$ cat config.mk
export PLATFORM = sky130hd
export DESIGN_NAME = mem_dumper_flat
export DESIGN_NICKNAME = d
export VERILOG_FILES = /design/src/rtl/mem_dumper_pkg.sv /design/src/rtl/mem_dumper_if.sv /design/src/rtl/mem_dumper.sv /design/src/flat_wrapper.sv
export SDC_FILE = /design/constraint.sdc
export NUM_CORES = 1
export LEC_CHECK = 0
export CORE_MARGIN = 2
export CORE_UTILIZATION = 41
export DETAILED_ROUTE_END_ITERATION = 8
export PLACE_DENSITY = 0.76
export SKIP_CTS_REPAIR_TIMING = 1
export SYNTH_ARGS = -nofsm -noshare
export SYNTH_HDL_FRONTEND = slang
export SYNTH_SLANG_ARGS = --single-unit
$ cat constraint.sdc
create_clock -name clk -period 1.34 [get_ports clk]
set_input_delay 0.201 -clock clk [delete_from_list [all_inputs] [get_ports clk]]
set_output_delay 0.201 -clock clk [all_outputs]
set_load 0.05 [all_outputs]
$ cat src/rtl/mem_dumper_pkg.sv
// Shared definitions for the memory dumper and the CPU-side bus mux.
package mem_dumper_pkg;

    localparam int unsigned STATE_W = 3;

    // Encoding is fixed so the bus mux can decode the state directly.
    typedef enum logic [STATE_W-1:0] {
        S_IDLE = 3'd0,
        S_REQ  = 3'd1,
        S_WAIT = 3'd2,
        S_SEND = 3'd3,
        S_DONE = 3'd4
    } state_e;

endpackage

$ cat src/rtl/mem_dumper_if.sv
// Memory bus and output stream between the dumper, the memory and the sink.
interface mem_dumper_if #(
    parameter int unsigned addr_width = 8,
    parameter int unsigned data_width = 8
);
    logic                  hold;
    logic                  bus_en;
    logic                  write;
    logic [addr_width-1:0] addr;
    logic [data_width-1:0] rdata;
    logic                  out_valid;
    logic                  out_ready;
    logic [addr_width-1:0] out_addr;
    logic [data_width-1:0] out_data;
    logic                  out_last;

    modport master (
        output hold, bus_en, write, addr,
        output out_valid, out_addr, out_data, out_last,
        input  rdata, out_ready
    );

    modport slave (
        input  hold, bus_en, write, addr,
        input  out_valid, out_addr, out_data, out_last,
        output rdata, out_ready
    );
endinterface

$ cat src/rtl/mem_dumper.sv
// Reads an inclusive, possibly wrapping address range from memory and streams
// each word out over valid/ready while holding the CPU off the bus.
module mem_dumper
    import mem_dumper_pkg::*;
#(
    parameter int unsigned addr_width = 8,
    parameter int unsigned data_width = 8
) (
    input  logic                  clk,
    input  logic                  rst,
    input  logic                  start,
    input  logic [addr_width-1:0] start_addr,
    input  logic [addr_width-1:0] end_addr,
    output logic                  busy,
    output logic                  done,
    mem_dumper_if.master          bus
);

    state_e                state_q, state_d;
    logic [addr_width-1:0] cur_q, cur_d;
    logic [addr_width-1:0] end_q, end_d;
    logic [addr_width-1:0] out_addr_q, out_addr_d;
    logic [data_width-1:0] out_data_q, out_data_d;
    logic                  out_valid_q, out_valid_d;
    logic                  out_last_q, out_last_d;
    logic                  hold_q, hold_d;
    logic                  bus_en_q, bus_en_d;
    logic                  busy_q, busy_d;
    logic                  done_q, done_d;

    // Next-state and next-output logic; every output is registered.
    always_comb begin
        state_d     = state_q;
        cur_d       = cur_q;
        end_d       = end_q;
        out_addr_d  = out_addr_q;
        out_data_d  = out_data_q;
        out_valid_d = out_valid_q;
        out_last_d  = out_last_q;
        hold_d      = hold_q;
        bus_en_d    = bus_en_q;
        busy_d      = busy_q;
        done_d      = 1'b0;
        case (state_q)
            S_IDLE: begin
                if (start) begin
                    cur_d    = start_addr;
                    end_d    = end_addr;
                    hold_d   = 1'b1;
                    bus_en_d = 1'b1;
                    busy_d   = 1'b1;
                    state_d  = S_REQ;
                end
            end
            S_REQ: begin
                state_d = S_WAIT;
            end
            S_WAIT: begin
                // Address has been stable for two cycles, so both combinational
                // and one-cycle registered memories have valid data here.
                out_data_d  = bus.rdata;
                out_addr_d  = cur_q;
                out_last_d  = (cur_q == end_q);
                out_valid_d = 1'b1;
                state_d     = S_SEND;
            end
            S_SEND: begin
                if (out_valid_q && bus.out_ready) begin
                    out_valid_d = 1'b0;
                    out_last_d  = 1'b0;
                    if (out_last_q) begin
                        hold_d   = 1'b0;
                        bus_en_d = 1'b0;
                        done_d   = 1'b1;
                        state_d  = S_DONE;
                    end else begin
                        cur_d   = cur_q + 1'b1;
                        state_d = S_REQ;
                    end
                end
            end
            S_DONE: begin
                busy_d  = 1'b0;
                state_d = S_IDLE;
            end
            default: begin
                state_d = S_IDLE;
            end
        endcase
    end

    // State and output registers with asynchronous active-low reset.
    always_ff @(posedge clk or negedge rst) begin
        if (!rst) begin
            state_q     <= S_IDLE;
            cur_q       <= '0;
            end_q       <= '0;
            out_addr_q  <= '0;
            out_data_q  <= '0;
            out_valid_q <= 1'b0;
            out_last_q  <= 1'b0;
            hold_q      <= 1'b0;
            bus_en_q    <= 1'b0;
            busy_q      <= 1'b0;
            done_q      <= 1'b0;
        end else begin
            state_q     <= state_d;
            cur_q       <= cur_d;
            end_q       <= end_d;
            out_addr_q  <= out_addr_d;
            out_data_q  <= out_data_d;
            out_valid_q <= out_valid_d;
            out_last_q  <= out_last_d;
            hold_q      <= hold_d;
            bus_en_q    <= bus_en_d;
            busy_q      <= busy_d;
            done_q      <= done_d;
        end
    end

    assign bus.hold      = hold_q;
    assign bus.bus_en    = bus_en_q;
    assign bus.write     = 1'b0;
    assign bus.addr      = cur_q;
    assign bus.out_valid = out_valid_q;
    assign bus.out_addr  = out_addr_q;
    assign bus.out_data  = out_data_q;
    assign bus.out_last  = out_last_q;
    assign busy          = busy_q;
    assign done          = done_q;

endmodule
$ cat src/flat_wrapper.sv
// flat-port wrapper written by rule: the top's interface ports become plain ports
module mem_dumper_flat import mem_dumper_pkg::*;
#(
    parameter int unsigned addr_width = 8,
    parameter int unsigned data_width = 8
)
  (clk, rst, start, start_addr, end_addr, busy, done, bus_hold, bus_bus_en, bus_write, bus_addr, bus_out_valid, bus_out_addr, bus_out_data, bus_out_last, bus_rdata, bus_out_ready);
  mem_dumper_if #(.addr_width(addr_width), .data_width(data_width)) bus_i ();
  input  logic clk;
  input  logic rst;
  input  logic start;
  input  logic [addr_width-1:0] start_addr;
  input  logic [addr_width-1:0] end_addr;
  output logic busy;
  output logic done;
  output wire logic [$bits(bus_i.hold)-1:0] bus_hold;
  output wire logic [$bits(bus_i.bus_en)-1:0] bus_bus_en;
  output wire logic [$bits(bus_i.write)-1:0] bus_write;
  output wire logic [$bits(bus_i.addr)-1:0] bus_addr;
  output wire logic [$bits(bus_i.out_valid)-1:0] bus_out_valid;
  output wire logic [$bits(bus_i.out_addr)-1:0] bus_out_addr;
  output wire logic [$bits(bus_i.out_data)-1:0] bus_out_data;
  output wire logic [$bits(bus_i.out_last)-1:0] bus_out_last;
  input wire logic [$bits(bus_i.rdata)-1:0] bus_rdata;
  input wire logic [$bits(bus_i.out_ready)-1:0] bus_out_ready;
  assign bus_hold = bus_i.hold;
  assign bus_bus_en = bus_i.bus_en;
  assign bus_write = bus_i.write;
  assign bus_addr = bus_i.addr;
  assign bus_out_valid = bus_i.out_valid;
  assign bus_out_addr = bus_i.out_addr;
  assign bus_out_data = bus_i.out_data;
  assign bus_out_last = bus_i.out_last;
  assign bus_i.rdata = bus_rdata;
  assign bus_i.out_ready = bus_out_ready;
  mem_dumper #(.addr_width(addr_width), .data_width(data_width)) u_core (.clk(clk), .rst(rst), .start(start), .start_addr(start_addr), .end_addr(end_addr), .busy(busy), .done(done), .bus(bus_i));
endmodule
==> results of run 1 <==
-- critical path, cell delays in order, from the launching register on --
cell                      delay [ns]
sky130_fd_sc_hd__dfrtp_2        0.45
sky130_fd_sc_hd__and3b_2        0.34
sky130_fd_sc_hd__a41o_4         0.32
sky130_fd_sc_hd__mux2i_1        0.20
sky130_fd_sc_hd__nand2_1        0.06
-- worst paths after layout --
kind / cells after the start / start / slack [ns] / to
min in group clk: 3 / start_addr[0] / 0.43 / u_core.bus.addr[0]
hold reg to reg: 1 / u_core.state_q[2] / 0.52 / u_core.state_q[0]
hold / removal: 2 / rst / 0.31 / u_core.end_q[0]
setup reg to reg: 4 / u_core.state_q[2] / -0.13 / u_core.bus.addr[0]
setup / recovery: 4 / u_core.state_q[2] / -0.13 / u_core.bus.addr[0]
max in group asynchronous: 3 / rst / 0.53 / u_core.bus.out_data[4]
-- flip-flops by register name (all words and copies together) (netlist names), 3 cells and up --
name and cells:
u_core.bus.addr 8, u_core.bus.out_addr 8, u_core.bus.out_data 8, u_core.end_q 8
u_core.state_q 3
-- per-stage QoR --
stage / cells / util [%] / setup WS (ns)
4_1_cts: 285 / 71.1 / -0.152
2_1_floorplan: 153 / - / -0.0883
3_3_place_gp: 277 / 68.5 / -0.268
6_report: 291 / 73.8 / -0.125
3_5_place_dp: 277 / 68.5 / -0.278
5_1_grt: 291 / 73.8 / -0.186
-- where the power goes --
part | internal, uW | total [uW] | switching [uW] | leakage [uW]
sequential | 1790 | 2500 | 702 | 0.000470
combinational | 2780 | 5510 | 2720 | 0.000863
clock | 551 | 986 | 435 | 0.0000541
-- cells by family after synthesis --
logic type	Yosys count	synth area share [%]
DFF	40	54.8
AOI/OAI and AO/OA	28	10.9
muxes	25	15.4
adders and majority gates	1	0.685
other	1	0.205
buffers and inverters	13	4.32
and+or+nand+nor	37	9.87
xor gates and xnor gates	8	3.84
-- metal layers --
metal / track usage [%] / vias to the layer above / share of wire, %
li1: - / 713 / -
met1: 25.0 / 742 / 43
met2: 30.3 / 56 / 50
met3: 4.13 / 14 / 5.0
met4: 6.29 / 0 / 2.1
met5: 0 / - / 0
-- cell usage in the layout (no fill, tap or decap), drive strengths merged, types with 2 or more instances in the layout --
master         instances
a21oi                  9
a22oi                  2
a31oi                  2
a41o                   2
buf                   59
clkbuf                 5
clkdlybuf4s50         26
dfrtp                 40
inv                    4
mux2                  24
nand2                 12
nand3                  6
nor2                   7
nor3                   3
nor4                   2
o21ai                  6
o22ai                  2
xor2                   8
-- final cells by class --
cell class	instances	share of cell area, %
clock buffers	5	2.16
well taps	52	2.04
multi-input cells	101	26.8
inverters	4	0.471
repair buffers	86	35.3
clock inverters	3	1.33
flip-flops and latches	40	31.9
==> results.py, run 1 <==
metrics = {
    "outcome": {
        "status": "finished, violations left",
        "violations": "negative setup slack",
    },
    "worst_setup_path": {
        "path_class": "flip-flop to flip-flop",
        "worst-endpoint-required_ns": 1.53,
        "critical_path_peak_fanout": 8,
        "arrival_ns": 1.66,
        "critical_path.startpoint_type": "flip-flop",
        "timing.critical_path.to_type": "flip-flop",
    },
    "clock_tree": {
        "tritoncts": "done",
        "ctsHtreeMaxLevel": 2,
        "numCtsBuffers": 5,
        "clkSlewWorstSetupHoldPaths_ns": 0.09,
        "clock_insertion_delay_worst_skew_ns": 0.30,
        "tritoncts_num_sinks": 40,
        "clock_tree.root_cell": "sky130_fd_sc_hd__clkbuf_8",
        "max-clock-path-buffers": 2,
    },
    "logic_synthesis": {
        "ys_async_sr_fraction_pct": 100,
        "synthDominantAreaCellType": "sky130_fd_sc_hd__dfrtp_1",
        "synth.top_cells.by_count": "sky130_fd_sc_hd__dfrtp_1 (40), sky130_fd_sc_hd__mux2_2 (24), sky130_fd_sc_hd__nand2_1 (12), sky130_fd_sc_hd__xor2_1 (8)",
        "yosys.cell_count.top_type": "sky130_fd_sc_hd__dfrtp_1",
        "synth.net_count": 182,
        "yosys_register_bits": 40,
        "synth_edf_count": 0,
        "synth_largest_type_area_fraction_pct": 54.8,
        "dominantRegCellSynth": "sky130_fd_sc_hd__dfrtp_1",
        "synth-seq-area-share_pct": 54.8,
        "synthCells": 153,
        "post_synth.cell_area_avg_um2": 11.9,
        "cell_area_after_synthesis_um2": 1830,
        "synth_cell_type_count": 37,
        "synth_top_cells_by_area": "sky130_fd_sc_hd__dfrtp_1 (55%), sky130_fd_sc_hd__mux2_2 (15%), sky130_fd_sc_hd__xor2_1 (3.8%)",
        "synth-warning-count": 0,
    },
    "global_routing": {
        "grt_use_total_pct": 18.7,
        "grt_overflow_total": 0,
        "antenna_violations_before_repair": 0,
        "grt_first_pass_wirelength_um": 7420,
        "grt_max_degree": 18,
        "first_global_vias": 1517,
    },
    "route": {
        "viasPerCell": 5.24,
        "avgRoutedWirePerCell_um": 16.1,
        "via_count": 1525,
        "firstDrtPassIters": 4,
        "route.final.wire_length_um": 4680,
        "drt_iter0_markers": 65,
        "route.detailed.drc": 0,
        "final_antenna_net_count": 0,
    },
    "layout": {
        "num-fill-cells": 282,
        "num_antenna_cells": 0,
        "multi_input_comb_area_um2": 855,
        "seq_area_um2": 1020,
        "area.growth.synth_to_final_pct": 74.7,
        "fin_area_um2": 3190,
        "share_of_layout_cells_above_drive_strength_1_pct": 51.5,
        "final_nets": 267,
    },
    "power_and_ir_drop": {
        "power_per_cell_area_nw_per_um2": 2820,
        "total_power_uw": 8990,
        "irDropWorstVdd_uv": 1910,
        "static_leakage_uw": 0.00139,
    },
    "floorplanning": {
        "die_area_um2": 5000,
        "chipWidth_um": 70.7,
        "row_count": 24,
        "dieHeight_um": 70.7,
        "floorplan.initialDensity_pct": 42.2,
        "core_um2": 4320,
        "num_io_pins": 59,
    },
    "place": {
        "placer_congestion": 0.826,
        "port-buffer-count": 57,
        "dpl.hpwl_um": 3260,
        "placement.cell_area_um2": 2960,
    },
    "sta": {
        "min_period_ns": 1.47,
        "finalSetupTns_ns": -1.60,
        "final_min_period_over_clock_period_pct": 109,
        "grt_setup_unrepaired": "true",
        "final-setup-viol-count": 32,
        "fmaxAchievable_mhz": 682,
        "timing_hold_violations_final": 0,
        "worst_hold_slack_ns": 0.312,
        "post-route-worst-setup-slack_ns": -0.125,
        "finClkSkew_ns": 0.0122,
        "timing.final.max_slew_violations": 0,
    },
    "job": {
        "timing.max_cap.violations": 0,
    },
    "hold_path": {
        "path_type_of_the_worst_min_delay_path": "primary input to async pin",
    },
}
Note: power is estimated with default switching activity, not from simulation.
==> run 2: changes to the inputs <==
- TNS_END_PERCENT: unset -> 5
==> run 2 against run 1 <==
Compared with the run above:
- the flow still finishes with violations (negative setup slack)
- final cell count decreased by 0.34%
- register-to-register slack about the same
- highest routed layer unchanged
- clock skew decreased by 0.0028 ns
- largest cell class unchanged
==> results.py, run 2 (same netlist as run 1, synthesis figures left out) <==
metrics = {
    "outcome": {
        "status": "finished, violations left",
        "violations": "negative setup slack",
    },
    "sta": {
        "finClkSkew_ns": 0.00938,
        "fmaxAchievable_mhz": 688,
        "final-setup-viol-count": 32,
        "min_period_ns": 1.45,
        "timing_hold_violations_final": 0,
        "post-route-worst-setup-slack_ns": -0.113,
        "timing.final.max_slew_violations": 0,
        "grt_setup_unrepaired": "true",
        "final_min_period_over_clock_period_pct": 108,
    },
    "worst_setup_path": {
        "critical_path_depth": 4,
        "worst-r2r-setup-slack_ns": -0.11,
        "termination_of_the_worst_setup_path": "u_core.bus.out_data[3]",
        "reg2reg_depth": 4,
        "critical_path.startpoint": "u_core.state_q[0]",
        "timing.rr.start": "u_core.state_q[0]",
        "timing.critical_path.to_type": "flip-flop",
        "count_of_buffer_and_inverter_cells_on_the_critical_path": 2,
        "critical_path.startpoint_type": "flip-flop",
        "path_class": "flip-flop to flip-flop",
        "worstPathCellList": "buf_6 -> nor3b_4 -> buf_12 -> mux2_2",
        "crit_path_max_incr_delay_ns": 0.45,
        "worst-endpoint-required_ns": 1.51,
        "reg2reg_to": "u_core.bus.out_data[3]",
        "timing.critical_path.max_delay_family": "flip-flops",
        "arrival_ns": 1.63,
        "critical_path_peak_fanout": 15,
        "timing.critical_path.slowest_stage_cell": "sky130_fd_sc_hd__dfrtp_2",
    },
    "layout": {
        "num_antenna_cells": 0,
        "final_nets": 266,
        "mostFrequentLayoutCells": "sky130_fd_sc_hd__buf_12 (32), sky130_fd_sc_hd__dfrtp_1 (32), sky130_fd_sc_hd__clkdlybuf4s50_1 (26), sky130_fd_sc_hd__buf_4 (22), sky130_fd_sc_hd__mux2_2 (18)",
        "share_of_layout_cells_above_drive_strength_1_pct": 46.6,
        "area.growth.synth_to_final_pct": 72.9,
        "final_cell_count_no_fill": 290,
    },
    "global_routing": {
        "grt_max_degree": 41,
        "grt_overflow_total": 0,
        "antenna_violations_before_repair": 0,
        "grt_first_pass_wirelength_um": 7050,
        "first_global_vias": 1503,
        "grt_use_total_pct": 17.9,
    },
    "route": {
        "via_count": 1474,
        "final_antenna_net_count": 0,
        "viasPerCell": 5.08,
        "firstDrtPassIters": 4,
        "drt_iter0_markers": 57,
        "avgRoutedWirePerCell_um": 15.1,
        "route.detailed.drc": 0,
        "route.final.wire_length_um": 4370,
    },
    "clock_tree": {
        "tritoncts": "done",
        "clkSlewWorstSetupHoldPaths_ns": 0.08,
        "numCtsBuffers": 5,
        "max-clock-path-buffers": 2,
        "clock_tree.root_cell": "sky130_fd_sc_hd__clkbuf_8",
        "clock_insertion_delay_worst_skew_ns": 0.29,
        "tritoncts_num_sinks": 40,
        "ctsHtreeMaxLevel": 2,
    },
    "place": {
        "dp.cells": 281,
        "placer_congestion": 0.816,
        "port-buffer-count": 57,
        "dpl.hpwl_um": 3180,
    },
    "floorplanning": {
        "chipWidth_um": 70.7,
        "num_io_pins": 59,
        "dieHeight_um": 70.7,
        "floorplan.initialDensity_pct": 42.2,
        "die_area_um2": 5000,
        "row_count": 24,
        "core_um2": 4320,
    },
    "power_and_ir_drop": {
        "power_per_cell_area_nw_per_um2": 2800,
        "total_power_uw": 8820,
        "irDropWorstVdd_uv": 1880,
        "static_leakage_uw": 0.00140,
    },
    "hold_path": {
        "path_type_of_the_worst_min_delay_path": "primary input to async pin",
    },
    "job": {
        "timing.max_cap.violations": 0,
    },
}
run 2: how the worst min path moves through the flow:
stage | endpoint | slack [ns]
final | u_core.bus.addr[7] | 0.42
after global routing | u_core.bus.addr[1] | 0.46
after CTS | u_core.bus.addr[0] | -0.13
after detailed placement | u_core.bus.out_data[5] | 0.19
after global placement | u_core.bus.out_data[6] | 0.19
after floorplan | u_core.bus.addr[1] | -0.09
run 2: through the flow:
| stage | utilization, % | area, um^2 | setup WS (ns) | hold WS (ns) | TNS [ns] |
|---|---|---|---|---|---|
| 6_report | 73.0 | 3160 | -0.113 | 0.418 | -2.68 |
| 4_1_cts | 71.3 | 3080 | -0.167 | -0.128 | -4.23 |
| 3_3_place_gp | 69.0 | 2980 | -0.348 | 0.191 | -6.72 |
| 5_1_grt | 73.0 | 3160 | -0.172 | 0.455 | -4.44 |
| 2_1_floorplan | - | 1880 | -0.0915 | -0.0946 | -1.50 |
| 3_5_place_dp | 69.0 | 2980 | -0.364 | 0.189 | -7.24 |
run 2: worst reg2reg max path, cell delays in order, from the launching register on:
cell and delay [ns]:
sky130_fd_sc_hd__dfrtp_2 0.45, sky130_fd_sc_hd__buf_6 0.14, sky130_fd_sc_hd__nor3b_4 0.22, sky130_fd_sc_hd__buf_12 0.18
sky130_fd_sc_hd__mux2_2 0.34
run 2: layer usage:
layer | vias up | track usage, % | share of wire (%)
li1 | 705 | - | -
met1 | 727 | 21.6 | 42
met2 | 36 | 30.6 | 52
met3 | 6 | 5.98 | 5.4
met4 | 0 | 5.24 | 1.2
met5 | - | 0 | 0
run 2: cell type report:
class                           instances  area (um^2)
Inverter                                4         15.0
Timing Repair Buffer                   86         1130
Multi-Input combinational cell        100          836
Tap cell                               52         65.1
Fill cell                             305         1170
Clock buffer                            8          100
Sequential cell                        40         1010
run 2: power breakdown:
part | internal (uW) | switching, uW
Clock | 470 | 399
Sequential | 1780 | 643
Combinational | 2840 | 2680
Total | 5100 | 3720
